[config.mk]
export PLATFORM = sky130hd
export DESIGN_NAME = mac_link_sequencer
export DESIGN_NICKNAME = d
export VERILOG_FILES = /design/src/rtl/mac_seq_pkg.sv /design/src/rtl/mac_tx_gate.sv /design/src/rtl/mac_link_sequencer.sv
export SDC_FILE = /design/constraint.sdc
export NUM_CORES = 1
export LEC_CHECK = 0
export BUFFER_PORTS_ARGS = -buffer_cell sky130_fd_sc_hd__buf_2
export CAP_MARGIN = 20
export CORE_UTILIZATION = 40
export CTS_BUF_LIST = sky130_fd_sc_hd__clkbuf_8 sky130_fd_sc_hd__clkbuf_16
export CTS_CLUSTER_DIAMETER = 30
export DETAILED_ROUTE_END_ITERATION = 12
export GPL_TIMING_DRIVEN = 1
export HOLD_SLACK_MARGIN = 0.06
export PLACE_DENSITY = 0.74
export REMOVE_ABC_BUFFERS = 1
export SLEW_MARGIN = 10
export SYNTH_ARGS = -nofsm -noshare
export SYNTH_HDL_FRONTEND = slang
export SYNTH_SLANG_ARGS = --single-unit
[constraint.sdc]
create_clock -name clk -period 7 [get_ports clk]
set_input_delay 0.7 -clock clk [delete_from_list [all_inputs] [get_ports clk]]
set_output_delay 0.7 -clock clk [all_outputs]
set_load 0.01 [all_outputs]
[src/rtl/mac_seq_pkg.sv]
// Shared types and default timing constants for the MAC link bring-up sequencer.
package mac_seq_pkg;

  typedef enum logic [2:0] {
    RESET_GT,
    WAIT_GT,
    WAIT_BLK,
    STABLE,
    ENABLE,
    READY
  } seq_state_e;

  localparam int unsigned DEF_DATA_W        = 64;
  localparam int unsigned DEF_SYNC_STAGES   = 2;
  localparam int unsigned DEF_RESET_CYCLES  = 64;
  localparam int unsigned DEF_LOCK_TIMEOUT  = 2_000_000;
  localparam int unsigned DEF_STABLE_CYCLES = 1024;
  localparam int unsigned DEF_CNT_W         = 24;
  localparam int unsigned RETRY_W           = 8;
  localparam int unsigned DROP_W            = 16;

endpackage

[src/rtl/mac_tx_gate.sv]
// Frame-boundary gate on the user TX stream: frames pass only if the link was
// ready at their first beat; rejected frames are swallowed and counted.
module mac_tx_gate
  import mac_seq_pkg::*;
#(
  parameter int unsigned DATA_W = DEF_DATA_W
) (
  input  logic                clk,
  input  logic                rst_n,
  input  logic                mac_ready_i,
  input  logic [DATA_W-1:0]   s_axis_tdata_i,
  input  logic [DATA_W/8-1:0] s_axis_tkeep_i,
  input  logic                s_axis_tvalid_i,
  input  logic                s_axis_tlast_i,
  output logic                s_axis_tready_o,
  output logic [DATA_W-1:0]   m_axis_tdata_o,
  output logic [DATA_W/8-1:0] m_axis_tkeep_o,
  output logic                m_axis_tvalid_o,
  output logic                m_axis_tlast_o,
  input  logic                m_axis_tready_i,
  output logic [DROP_W-1:0]   drop_cnt_o
);

  logic              in_frame_q, in_frame_d;
  logic              pass_q, pass_d;
  logic [DROP_W-1:0] drop_q, drop_d;
  logic              pass_c;
  logic              accept_c;

  // Until a frame's first beat is seen, the live ready state decides.
  assign pass_c   = in_frame_q ? pass_q : mac_ready_i;
  assign accept_c = s_axis_tvalid_i & s_axis_tready_o;

  always_comb begin
    m_axis_tdata_o  = s_axis_tdata_i;
    m_axis_tkeep_o  = s_axis_tkeep_i;
    m_axis_tlast_o  = s_axis_tlast_i;
    m_axis_tvalid_o = pass_c & s_axis_tvalid_i;
    s_axis_tready_o = pass_c ? m_axis_tready_i : 1'b1;
  end

  // Decision is latched on the first valid beat, even if stalled, so tvalid
  // towards the MAC is never withdrawn mid-handshake.
  always_comb begin
    in_frame_d = in_frame_q;
    pass_d     = pass_q;
    drop_d     = drop_q;
    if (accept_c && s_axis_tlast_i) begin
      in_frame_d = 1'b0;
      if (!pass_c) begin
        drop_d = drop_q + DROP_W'(1);
      end
    end else if (s_axis_tvalid_i && !in_frame_q) begin
      in_frame_d = 1'b1;
      pass_d     = pass_c;
    end
  end

  always_ff @(posedge clk or negedge rst_n) begin
    if (!rst_n) begin
      in_frame_q <= 1'b0;
      pass_q     <= 1'b0;
      drop_q     <= '0;
    end else begin
      in_frame_q <= in_frame_d;
      pass_q     <= pass_d;
      drop_q     <= drop_d;
    end
  end

  assign drop_cnt_o = drop_q;

endmodule

[src/rtl/mac_link_sequencer.sv]
// QSFP 25GE MAC/GT bring-up: GT reset, lock waits, debounce, MAC enable, and
// the qualified mac_ready used to gate the user TX stream.
module mac_link_sequencer
  import mac_seq_pkg::*;
#(
  parameter int unsigned DATA_W        = DEF_DATA_W,
  parameter int unsigned SYNC_STAGES   = DEF_SYNC_STAGES,
  parameter int unsigned RESET_CYCLES  = DEF_RESET_CYCLES,
  parameter int unsigned LOCK_TIMEOUT  = DEF_LOCK_TIMEOUT,
  parameter int unsigned STABLE_CYCLES = DEF_STABLE_CYCLES,
  parameter int unsigned CNT_W         = DEF_CNT_W
) (
  input  logic                clk,
  input  logic                rst_n,
  input  logic                rx_gt_locked,
  input  logic                rx_block_lock,
  output logic                gt_reset,
  output logic                ctl_tx_enable,
  output logic                ctl_rx_enable,
  output logic                mac_ready,
  output logic [RETRY_W-1:0]  retry_cnt,
  output logic [DROP_W-1:0]   drop_cnt,
  input  logic [DATA_W-1:0]   s_axis_tdata,
  input  logic [DATA_W/8-1:0] s_axis_tkeep,
  input  logic                s_axis_tvalid,
  input  logic                s_axis_tlast,
  output logic                s_axis_tready,
  output logic [DATA_W-1:0]   m_axis_tdata,
  output logic [DATA_W/8-1:0] m_axis_tkeep,
  output logic                m_axis_tvalid,
  output logic                m_axis_tlast,
  input  logic                m_axis_tready
);

  localparam logic [CNT_W-1:0] RESET_LAST  = CNT_W'(RESET_CYCLES - 1);
  localparam logic [CNT_W-1:0] TMO_LAST    = CNT_W'(LOCK_TIMEOUT - 1);
  localparam logic [CNT_W-1:0] STABLE_LAST = CNT_W'(STABLE_CYCLES - 1);

  logic [SYNC_STAGES-1:0] gt_sync_q;
  logic [SYNC_STAGES-1:0] blk_sync_q;
  logic                   gt_l;
  logic                   blk_l;

  seq_state_e             state_q, state_d;
  logic [CNT_W-1:0]       timer_q, timer_d;
  logic [RETRY_W-1:0]     retry_q, retry_d;
  logic                   retry_inc;
  logic                   gt_reset_q, gt_reset_d;
  logic                   ctl_en_q, ctl_en_d;
  logic                   ready_q, ready_d;

  // Lock inputs are asynchronous to clk.
  always_ff @(posedge clk or negedge rst_n) begin
    if (!rst_n) begin
      gt_sync_q  <= '0;
      blk_sync_q <= '0;
    end else begin
      gt_sync_q  <= {gt_sync_q[SYNC_STAGES-2:0], rx_gt_locked};
      blk_sync_q <= {blk_sync_q[SYNC_STAGES-2:0], rx_block_lock};
    end
  end

  assign gt_l  = gt_sync_q[SYNC_STAGES-1];
  assign blk_l = blk_sync_q[SYNC_STAGES-1];

  // Lock loss outranks timer expiry; GT loss outranks block-lock loss.
  always_comb begin
    state_d   = state_q;
    retry_inc = 1'b0;
    case (state_q)
      RESET_GT: begin
        if (timer_q == RESET_LAST) state_d = WAIT_GT;
      end
      WAIT_GT: begin
        if (gt_l) begin
          state_d = WAIT_BLK;
        end else if (timer_q == TMO_LAST) begin
          state_d   = RESET_GT;
          retry_inc = 1'b1;
        end
      end
      WAIT_BLK: begin
        if (!gt_l) begin
          state_d = WAIT_GT;
        end else if (blk_l) begin
          state_d = STABLE;
        end else if (timer_q == TMO_LAST) begin
          state_d   = RESET_GT;
          retry_inc = 1'b1;
        end
      end
      STABLE: begin
        if (!gt_l)                       state_d = WAIT_GT;
        else if (!blk_l)                 state_d = WAIT_BLK;
        else if (timer_q == STABLE_LAST) state_d = ENABLE;
      end
      ENABLE: begin
        state_d = READY;
      end
      READY: begin
        if (!gt_l)       state_d = WAIT_GT;
        else if (!blk_l) state_d = WAIT_BLK;
      end
      default: begin
        state_d = RESET_GT;
      end
    endcase

    timer_d    = (state_d != state_q) ? '0 : timer_q + CNT_W'(1);
    retry_d    = (retry_inc && (retry_q != '1)) ? retry_q + RETRY_W'(1) : retry_q;
    gt_reset_d = (state_d == RESET_GT);
    ctl_en_d   = (state_d == ENABLE) || (state_d == READY);
    ready_d    = (state_d == READY);
  end

  always_ff @(posedge clk or negedge rst_n) begin
    if (!rst_n) begin
      state_q    <= RESET_GT;
      timer_q    <= '0;
      retry_q    <= '0;
      gt_reset_q <= 1'b1;
      ctl_en_q   <= 1'b0;
      ready_q    <= 1'b0;
    end else begin
      state_q    <= state_d;
      timer_q    <= timer_d;
      retry_q    <= retry_d;
      gt_reset_q <= gt_reset_d;
      ctl_en_q   <= ctl_en_d;
      ready_q    <= ready_d;
    end
  end

  assign gt_reset      = gt_reset_q;
  assign ctl_tx_enable = ctl_en_q;
  assign ctl_rx_enable = ctl_en_q;
  assign mac_ready     = ready_q;
  assign retry_cnt     = retry_q;

  mac_tx_gate #(
    .DATA_W (DATA_W)
  ) u_tx_gate (
    .clk             (clk),
    .rst_n           (rst_n),
    .mac_ready_i     (ready_q),
    .s_axis_tdata_i  (s_axis_tdata),
    .s_axis_tkeep_i  (s_axis_tkeep),
    .s_axis_tvalid_i (s_axis_tvalid),
    .s_axis_tlast_i  (s_axis_tlast),
    .s_axis_tready_o (s_axis_tready),
    .m_axis_tdata_o  (m_axis_tdata),
    .m_axis_tkeep_o  (m_axis_tkeep),
    .m_axis_tvalid_o (m_axis_tvalid),
    .m_axis_tlast_o  (m_axis_tlast),
    .m_axis_tready_i (m_axis_tready),
    .drop_cnt_o      (drop_cnt)
  );

endmodule

==> results of run 1 <==
[sequential cells by signal, indices dropped and copies added, names as in the netlist]
name,cells
state_q,3
mac_ready,1
gt_reset,1
ctl_rx_enable,1
u_tx_gate.drop_cnt_o,16
timer_q,24
u_tx_gate.in_frame_q,1
retry_cnt,8
gt_sync_q,2
blk_sync_q,2
u_tx_gate.pass_q,1
[worst max path at each step]
stage,slack [ps],start,cells after the start,end
2_1_floorplan,3910,timer_q[0],6,timer_q[1]
3_3_place_gp,4110,timer_q[11],6,timer_q[9]
3_5_place_dp,3980,timer_q[11],6,timer_q[3]
4_1_cts,3950,timer_q[11],6,timer_q[11]
5_1_grt,3630,timer_q[21],6,timer_q[22]
6_report,3910,timer_q[11],6,timer_q[11]
[final cells by class]
| class | count | area (um2) | area share (%) |
|---|---|---|---|
| sequential | 60 | 1500 | 44.4 |
| multi-input combinational | 203 | 1350 | 39.9 |
| timing repair buffer | 39 | 200 | 5.91 |
| tap | 105 | 131 | 3.88 |
| clock buffer | 9 | 124 | 3.66 |
| clock inverter | 7 | 60.1 | 1.77 |
| inverter | 5 | 18.8 | 0.554 |
[per-stage QoR]
stage / cells / total power, W
final: 428 / 0.000740
after global routing: 428 / 0.000773
after CTS: 428 / 0.000747
after detailed placement: 412 / 0.000454
after global placement: 412 / 0.000451
after floorplan: 268 / 0.000420
[placed cells by master, fill, tap and decap left out, types with 4 or more instances in the layout]
cell,n
inv_1,7
o21ai_0,6
nor2_1,13
nand4_1,17
a21oi_1,6
nand2_1,19
xor2_1,18
dfrtp_1,59
nor3_1,4
nor4_1,28
xnor2_1,27
and3_1,9
nand3_1,21
clkbuf_8,9
buf_2,37
[layer usage]
layer	vias up	share of wire [%]
li1	1110	-
met2	199	37
met3	40	25
met5	-	0.30
met4	2	6.5
met1	1160	32
[cell families (layout without fill, tap and decap cells)]
group	after synthesis	after routing	share of synthesized area, %
fa+ha+maj	4	4	1.36
xor+xnor	45	45	11.3
buf+inv	94	60	18.7
simple gates	131	131	21.2
compound gates	20	20	3.61
flops	60	60	42.9
mux	3	3	0.930
[worst max-delay path: stages (launching register included)]
cell	delay, ps
dfrtp_1	430
or4_1	550
or3b_1	380
nor4_1	470
or3_1	180
and3_1	760
nor4_1	160
[power by group through the flow]
stage / sequential [W] / combinational (W) / clock (W)
after floorplan: 0.000396 / 0.0000238 / 0
after detailed placement: 0.000392 / 0.0000624 / 0
after CTS: 0.000386 / 0.0000626 / 0.000299
after global placement: 0.000391 / 0.0000600 / 0
final: 0.000386 / 0.0000607 / 0.000294
after global routing: 0.000388 / 0.0000680 / 0.000317
==> flow_metrics.env, run 1 <==
export IMPL_finalSetupTns_ps=0
export IMPL_grt_busiest_layer="met2"
export IMPL_dr_pass1_iters=4
export IMPL_hold_ws_ps=345
export IMPL_finalCritPeriodShare_pct=44.2
export IMPL_core_region_area_mm2=0.00834
export IMPL_post_cts_buffers=0
export IMPL_rsz0062_at_grt="no"
export IMPL_ys_types=44
export IMPL_start_util_pct=42.0
export IMPL_fillerInstances=811
export IMPL_clk_pin_slew_worst_paths_ps=70
export IMPL_grt_max_degree=61
export IMPL_viasPerCell=5.87
export IMPL_powerDensity_mw_per_mm2=218
export IMPL_start_kind="flop"
export IMPL_tritoncts="built"
export IMPL_root_buffer="clkbuf_8"
export IMPL_vias=2511
export IMPL_cap_violations=0
export IMPL_die_w_um=95.5
export IMPL_use_met1_pct=25.5
export IMPL_final_layout_size_suffix_gt1_share_pct=19.8
export IMPL_n_antenna_cell=0
export IMPL_cts_resized=0
export IMPL_gp_congestion=0.922
export IMPL_outcome="complete, no violations"
export IMPL_grt_pass1_wl_um=16500
export IMPL_worst_hold_path_type="reg -> reg"
export IMPL_htreeDepth=3
export IMPL_clock_path_buffers=2
export IMPL_post_drt_wl_per_cell_um=28.4
export IMPL_hpwlAfterDp_um=9930
export IMPL_grt_ovfl_total=0
export IMPL_worstPathArrival_ps=3270
export IMPL_ctsHoldBuffers=0
export IMPL_yosysMostFrequentCell="buf_4"
export IMPL_r2r_slack_ps=3910
export IMPL_rows=33
export IMPL_worst_pin_slew_ps=937
export IMPL_hold_depth=0
export IMPL_grt_pass1_vias=2285
export IMPL_reg2reg_depth=6
export IMPL_synth_top_area_share_pct=42.2
export IMPL_yosys_warnings=0
export IMPL_synthToLayoutAreaGrowth_pct=-3.18
export IMPL_drc=0
export IMPL_routed_wl_um=12100
export IMPL_dr_first_iter_drc_count=141
export IMPL_seq_power_share_pct=52.1
export IMPL_clk_latency_ps=350
export IMPL_met3_usage_pct=29.9
export IMPL_synth_edf_count=0
export IMPL_clockPowerShare_pct=39.7
export IMPL_io_pins=182
export IMPL_hp_start="blk_sync_q[0]"
export IMPL_synthCells=357
export IMPL_io_buffer_count=37
export IMPL_synth_async_reset_ratio_pct=100
export IMPL_nNetsFinal=400
export IMPL_ys_seq_area_share_pct=42.9
export IMPL_drv_slew=0
export IMPL_relSlewSlack_pct=37.5
export IMPL_power_frac_comb_pct=8.2
export IMPL_crit_path_end_kind="flop"
export IMPL_dpl_cell_area_mm2=0.00320
export IMPL_path_max_fanout=24
export IMPL_p_leak_nw=1.52
export IMPL_postRouteAntennaNets=0
export IMPL_reg2reg_from="timer_q[11]"
export IMPL_cts_buffers=9
export IMPL_switching_share_pct=25.4
export IMPL_crit_required_ps=7180
export IMPL_fp_dieH_um=95.5
export IMPL_stdcell_area_mm2=0.00339
export IMPL_finalSetupViolCount=0
export IMPL_synth_area_leader_cell="dfrtp_1"
export IMPL_yosys_top_cells_count="buf_4, dfrtp_1, nor4_1"
export IMPL_synthFlopType="dfrtp_1"
export IMPL_switchingPower_w=0.000188
export IMPL_holdPathEnd="blk_sync_q[1]"
export IMPL_grt_use_total_pct=27.5
export IMPL_peakVddDrop_uv=79.9
export IMPL_clock_sinks=60
export IMPL_post_route_util_pct=40.6
export IMPL_synthTopCellsByArea="dfrtp_1, buf_4, xnor2_1"
export IMPL_design_die_area_mm2=0.00913
export IMPL_pre_cts_slack_ps=3980
export IMPL_synth_cell_area_mm2=0.00350
export IMPL_p_int_w=0.000552
export IMPL_synth_seq_cells=60
export IMPL_syn_area_per_cell_um2=9.80
export IMPL_antenna_found_initial=0
export IMPL_max_freq_mhz=324
export IMPL_fin_crit_ps=3090
export IMPL_use_met2_pct=33.4
export IMPL_worst_slack_ps=3910
export IMPL_hold_viol=0
export IMPL_critPathKind="reg -> reg"
export IMPL_reg2reg_to="timer_q[11]"
export IMPL_skew_ps=8.24
Note: power is estimated with default switching activity, not from simulation.
==> run 2, diff against run 1 <==
clock period = 3.05 ns   (was 7 ns; I/O delays follow)
==> flow_metrics.env, run 2 (same netlist as run 1, synthesis figures left out) <==
export IMPL_final_common_cell="dfrtp_1"
export IMPL_antenna_found_initial=0
export IMPL_post_route_util_pct=41.7
export IMPL_start_util_pct=42.0
export IMPL_r2r_slack_ps=230
export IMPL_path_max_fanout=8
export IMPL_hpwlAfterDp_um=10000
export IMPL_clock_path_buffers=2
export IMPL_grt_use_total_pct=27.4
export IMPL_drv_slew=0
export IMPL_finalCritPeriodShare_pct=92.4
export IMPL_hold_depth=1
export IMPL_routed_wl_um=12300
export IMPL_clk_latency_ps=350
export IMPL_hp_start="rx_block_lock"
export IMPL_io_buffer_count=37
export IMPL_rsz0062_at_grt="no"
export IMPL_outcome="complete, no violations"
export IMPL_final_layout_size_suffix_gt1_share_pct=20.5
export IMPL_vias=2555
export IMPL_core_region_area_mm2=0.00834
export IMPL_die_w_um=95.5
export IMPL_powerDensity_mw_per_mm2=541
export IMPL_seq_power_share_pct=47.1
export IMPL_post_cts_buffers=0
export IMPL_largest_register_ffs=24
export IMPL_critPathKind="reg -> reg"
export IMPL_synthToLayoutAreaGrowth_pct=-0.536
export IMPL_holdPathEnd="blk_sync_q[0]"
export IMPL_fillerInstances=795
export IMPL_nNetsFinal=404
export IMPL_start_kind="flop"
export IMPL_grt_max_degree=51
export IMPL_finalSetupViolCount=0
export IMPL_n_antenna_cell=0
export IMPL_tritoncts="built"
export IMPL_rows=33
export IMPL_worst_hold_path_type="in -> reg"
export IMPL_crit_slowest_cell="or4_4"
export IMPL_crit_family="simple AND/OR/NAND/NOR gates"
export IMPL_ctsHoldBuffers=0
export IMPL_worst_slack_ps=231
export IMPL_cap_violations=0
export IMPL_path_buf_inv=0
export IMPL_viasPerCell=5.91
export IMPL_power_frac_comb_pct=7.9
export IMPL_worstPathArrival_ps=3060
export IMPL_dr_pass1_iters=5
export IMPL_dp_cells=414
export IMPL_crit_path_end_kind="flop"
export IMPL_dr_first_iter_drc_count=210
export IMPL_finalPower_w=0.00188
export IMPL_fin_crit_ps=2820
export IMPL_gp_congestion=0.940
export IMPL_grt_pass1_wl_um=16600
export IMPL_switching_share_pct=23.5
export IMPL_root_buffer="clkbuf_8"
export IMPL_multi_input_area_mm2=0.00135
export IMPL_htreeDepth=3
export IMPL_regArea_mm2=0.00150
export IMPL_reg2reg_to="retry_cnt[1]"
export IMPL_design_die_area_mm2=0.00913
export IMPL_cts_buffers=9
export IMPL_p_int_w=0.00144
export IMPL_stdcell_count=432
export IMPL_max_stage_delay_ps=550
export IMPL_hold_ws_ps=69.5
export IMPL_critical_path_cell_chain="or4_4 > or3b_1 > or4_4 > and4b_1 > mux2_2"
export IMPL_peakVddDrop_uv=222
export IMPL_cts_resized=0
export IMPL_clock_sinks=60
export IMPL_post_drt_wl_per_cell_um=28.4
export IMPL_crit_required_ps=3290
export IMPL_reg2reg_from="timer_q[16]"
export IMPL_crit_top_cell="or4_4"
export IMPL_worst_pin_slew_ps=753
export IMPL_skew_ps=7.82
export IMPL_io_pins=182
export IMPL_grt_ovfl_total=0
export IMPL_max_freq_mhz=355
export IMPL_switchingPower_w=0.000443
export IMPL_p_leak_nw=1.57
export IMPL_reg2reg_depth=5
export IMPL_clk_pin_slew_worst_paths_ps=70
export IMPL_drc=0
export IMPL_clockPowerShare_pct=45.0
export IMPL_hold_viol=0
export IMPL_relSlewSlack_pct=49.3
export IMPL_top_register="timer_q"
export IMPL_fp_dieH_um=95.5
export IMPL_pre_cts_slack_ps=240
export IMPL_grt_pass1_vias=2340
export IMPL_final_cell_mix="dfrtp_1, buf_2, nor4_1, xnor2_1, nand3_1"
export IMPL_postRouteAntennaNets=0
==> run 2: per-stage QoR <==
stage | TNS [ps] | area, um2
after CTS | 0 | 3450
after global routing | 0 | 3480
after detailed placement | 0 | 3220
after global placement | 0 | 3220
final | 0 | 3480
after floorplan | -899 | 2870
==> run 2: final cells by class <==
cell class | count | share of cell area, %
clock buffer | 9 | 3.56
clock inverter | 7 | 3.09
inverter | 5 | 0.539
multi-input combinational | 203 | 38.8
sequential | 60 | 43.2
tap | 105 | 3.77
timing repair buffer | 43 | 7.05
==> run 2: routing by layer <==
| layer | wire [um] | vias up | global-route usage, % | part of all wire [%] |
|---|---|---|---|---|
| met1 | 4020 | 1227 | 26.3 | 33 |
| met2 | 4820 | 181 | 36.5 | 39 |
| li1 | - | 1113 | - | - |
| met4 | 567 | 2 | 13.4 | 4.6 |
| met5 | 37 | - | 7.74 | 0.30 |
| met3 | 2810 | 32 | 28.4 | 23 |
==> run 2: power by group through the flow <==
stage	clock, W	combinational [W]	sequential, W
global placement	0	0.000137	0.000898
global route	0.000894	0.000167	0.000893
floorplan	0	0.0000546	0.000910
finish	0.000848	0.000149	0.000886
CTS	0.000853	0.000148	0.000886
detailed placement	0	0.000147	0.000900
==> run 2: worst max-delay path by stage <==
stage	from	endpoint	slack, ps	cells after the start
2_1_floorplan	timer_q[0]	timer_q[1]	-40	6
3_3_place_gp	timer_q[16]	retry_cnt[1]	310	5
3_5_place_dp	timer_q[11]	retry_cnt[1]	240	5
4_1_cts	timer_q[11]	retry_cnt[1]	240	5
5_1_grt	timer_q[11]	timer_q[21]	110	7
6_report	timer_q[16]	retry_cnt[1]	230	5
==> run 3, diff against run 2 <==
CAP_MARGIN = 30   (was 20)
SETUP_SLACK_MARGIN = 0.3   (was unset)
==> flow_metrics.env, run 3 (same netlist as run 1, synthesis figures left out) <==
export IMPL_outcome="complete, no violations"
export IMPL_grt_ovfl_total=0
export IMPL_gp_congestion=0.940
export IMPL_powerDensity_mw_per_mm2=485
export IMPL_final_layout_size_suffix_gt1_share_pct=22.7
export IMPL_peakVddDrop_uv=155
export IMPL_hpwlAfterDp_um=10100
export IMPL_relSlewSlack_pct=51.4
export IMPL_drc=0
export IMPL_worstPathArrival_ps=2890
export IMPL_critical_path_cell_chain="or4_4 > or3b_4 > or4_4 > and4b_4 > mux2_4"
export IMPL_worst_slack_ps=381
export IMPL_power_frac_comb_pct=8.8
export IMPL_start_kind="flop"
export IMPL_hold_viol=0
export IMPL_io_pins=182
export IMPL_largest_register_ffs=24
export IMPL_vias=2574
export IMPL_r2r_slack_ps=380
export IMPL_crit_slowest_cell="or4_4"
export IMPL_dr_pass1_iters=6
export IMPL_finalSetupViolCount=0
export IMPL_viasPerCell=5.90
export IMPL_grt_use_total_pct=27.7
export IMPL_crit_top_cell="or4_4"
export IMPL_clockPowerShare_pct=38.8
export IMPL_start_util_pct=42.0
export IMPL_reg2reg_depth=5
export IMPL_worst_pin_slew_ps=722
export IMPL_nNetsFinal=408
export IMPL_top_register="timer_q"
export IMPL_clock_path_buffers=2
export IMPL_finalPower_w=0.00169
export IMPL_core_region_area_mm2=0.00834
export IMPL_clk_pin_slew_worst_paths_ps=60
export IMPL_rsz0062_at_grt="no"
export IMPL_grt_pass1_vias=2331
export IMPL_grt_pass1_wl_um=16600
export IMPL_hold_depth=1
export IMPL_clk_latency_ps=350
export IMPL_crit_path_end_kind="flop"
export IMPL_pre_cts_slack_ps=251
export IMPL_grt_max_degree=30
export IMPL_postRouteAntennaNets=0
export IMPL_switching_share_pct=25.5
export IMPL_crit_required_ps=3270
export IMPL_routed_wl_um=12400
export IMPL_hold_ws_ps=78.3
export IMPL_p_int_w=0.00126
export IMPL_htreeDepth=3
export IMPL_path_max_fanout=8
export IMPL_post_drt_wl_per_cell_um=28.5
export IMPL_seq_power_share_pct=52.4
export IMPL_drv_slew=0
export IMPL_max_freq_mhz=375
export IMPL_synthToLayoutAreaGrowth_pct=-0.501
export IMPL_antenna_found_initial=0
export IMPL_n_antenna_cell=0
export IMPL_root_buffer="clkbuf_8"
export IMPL_final_cell_mix="dfrtp_1, buf_2, nor4_1, xnor2_1, nand3_1"
export IMPL_io_buffer_count=37
export IMPL_skew_ps=12.3
export IMPL_rows=33
export IMPL_multi_input_area_mm2=0.00137
export IMPL_regArea_mm2=0.00150
export IMPL_tritoncts="built"
export IMPL_design_die_area_mm2=0.00913
export IMPL_critPathKind="reg -> reg"
export IMPL_post_route_util_pct=41.7
export IMPL_switchingPower_w=0.000431
export IMPL_finalSetupTns_ps=0
export IMPL_worst_hold_path_type="in -> reg"
export IMPL_cts_buffers=9
export IMPL_finalCritPeriodShare_pct=87.5
export IMPL_dr_first_iter_drc_count=164
export IMPL_clock_sinks=60
export IMPL_p_leak_nw=1.56
export IMPL_fillerInstances=790
export IMPL_cap_violations=0
export IMPL_final_common_cell="dfrtp_1"
export IMPL_max_stage_delay_ps=550
export IMPL_fp_dieH_um=95.5
export IMPL_die_w_um=95.5
export IMPL_fin_crit_ps=2670
-- run 3: changes by cell type in the layout (fill, tap and decap cells not counted), sizes merged --
| cell | delta |
|---|---|
| buf | +4 |
| bufinv | -3 |
| clkbuf | +3 |
-- run 3: routing by layer --
metal | part of all wire [%] | GRT usage (%)
met5 | 0.37 | 7.14
met4 | 6.0 | 16.7
met3 | 24 | 29.3
met2 | 38 | 35.4
met1 | 32 | 26.4
-- run 3: final cells by class --
type                            count  share of cell area [%]
Sequential cell                    60                    43.2
Tap cell                          105                    3.77
Inverter                            5                   0.539
Timing Repair Buffer               47                    7.91
Multi-Input combinational cell    203                    39.4
Clock inverter                      4                   0.503
Clock buffer                       12                    4.74
-- run 3: critical path, delay by kind of cell (launching register included) --
family	cells	cell delay (ps)
flops	1	400
simple gates	4	1840
mux	1	310
-- run 3: path summary, 6_finish.rpt --
kind,startpoint,endpoint
max,timer_q[16],retry_cnt[1]
min,rx_block_lock,blk_sync_q[0]
max reg2reg,timer_q[16],retry_cnt[1]
min reg2reg,blk_sync_q[0],blk_sync_q[1]
max in group asynchronous,rst_n,gt_reset
min in group asynchronous,rst_n,retry_cnt[2]
-- run 3: what timing repair did --
| action | in CTS | in global routing |
|---|---|---|
| buffers inserted | 0 | 4 |
| hold endpoints to repair | 20 | 0 |
| gates resized for setup | 1 | 5 |
| pin swaps | 0 | 4 |
| endpoints found under the setup margin | 21 | 28 |
| hold buffers | 1 | 0 |
-- run 3: power by group through the flow --
stage	Clock, W	Sequential [W]	Combinational, W
after floorplan	0	0.000910	0.0000546
after global placement	0	0.000898	0.000137
after detailed placement	0	0.000899	0.000150
after CTS	0.000663	0.000885	0.000152
after global routing	0.000704	0.000890	0.000166
final	0.000655	0.000886	0.000149
-- run 3: through the flow --
stage          area, um2  cells
2_1_floorplan       2870    268
3_3_place_gp        3220    414
3_5_place_dp        3240    415
4_1_cts             3430    432
5_1_grt             3480    436
6_report            3480    436
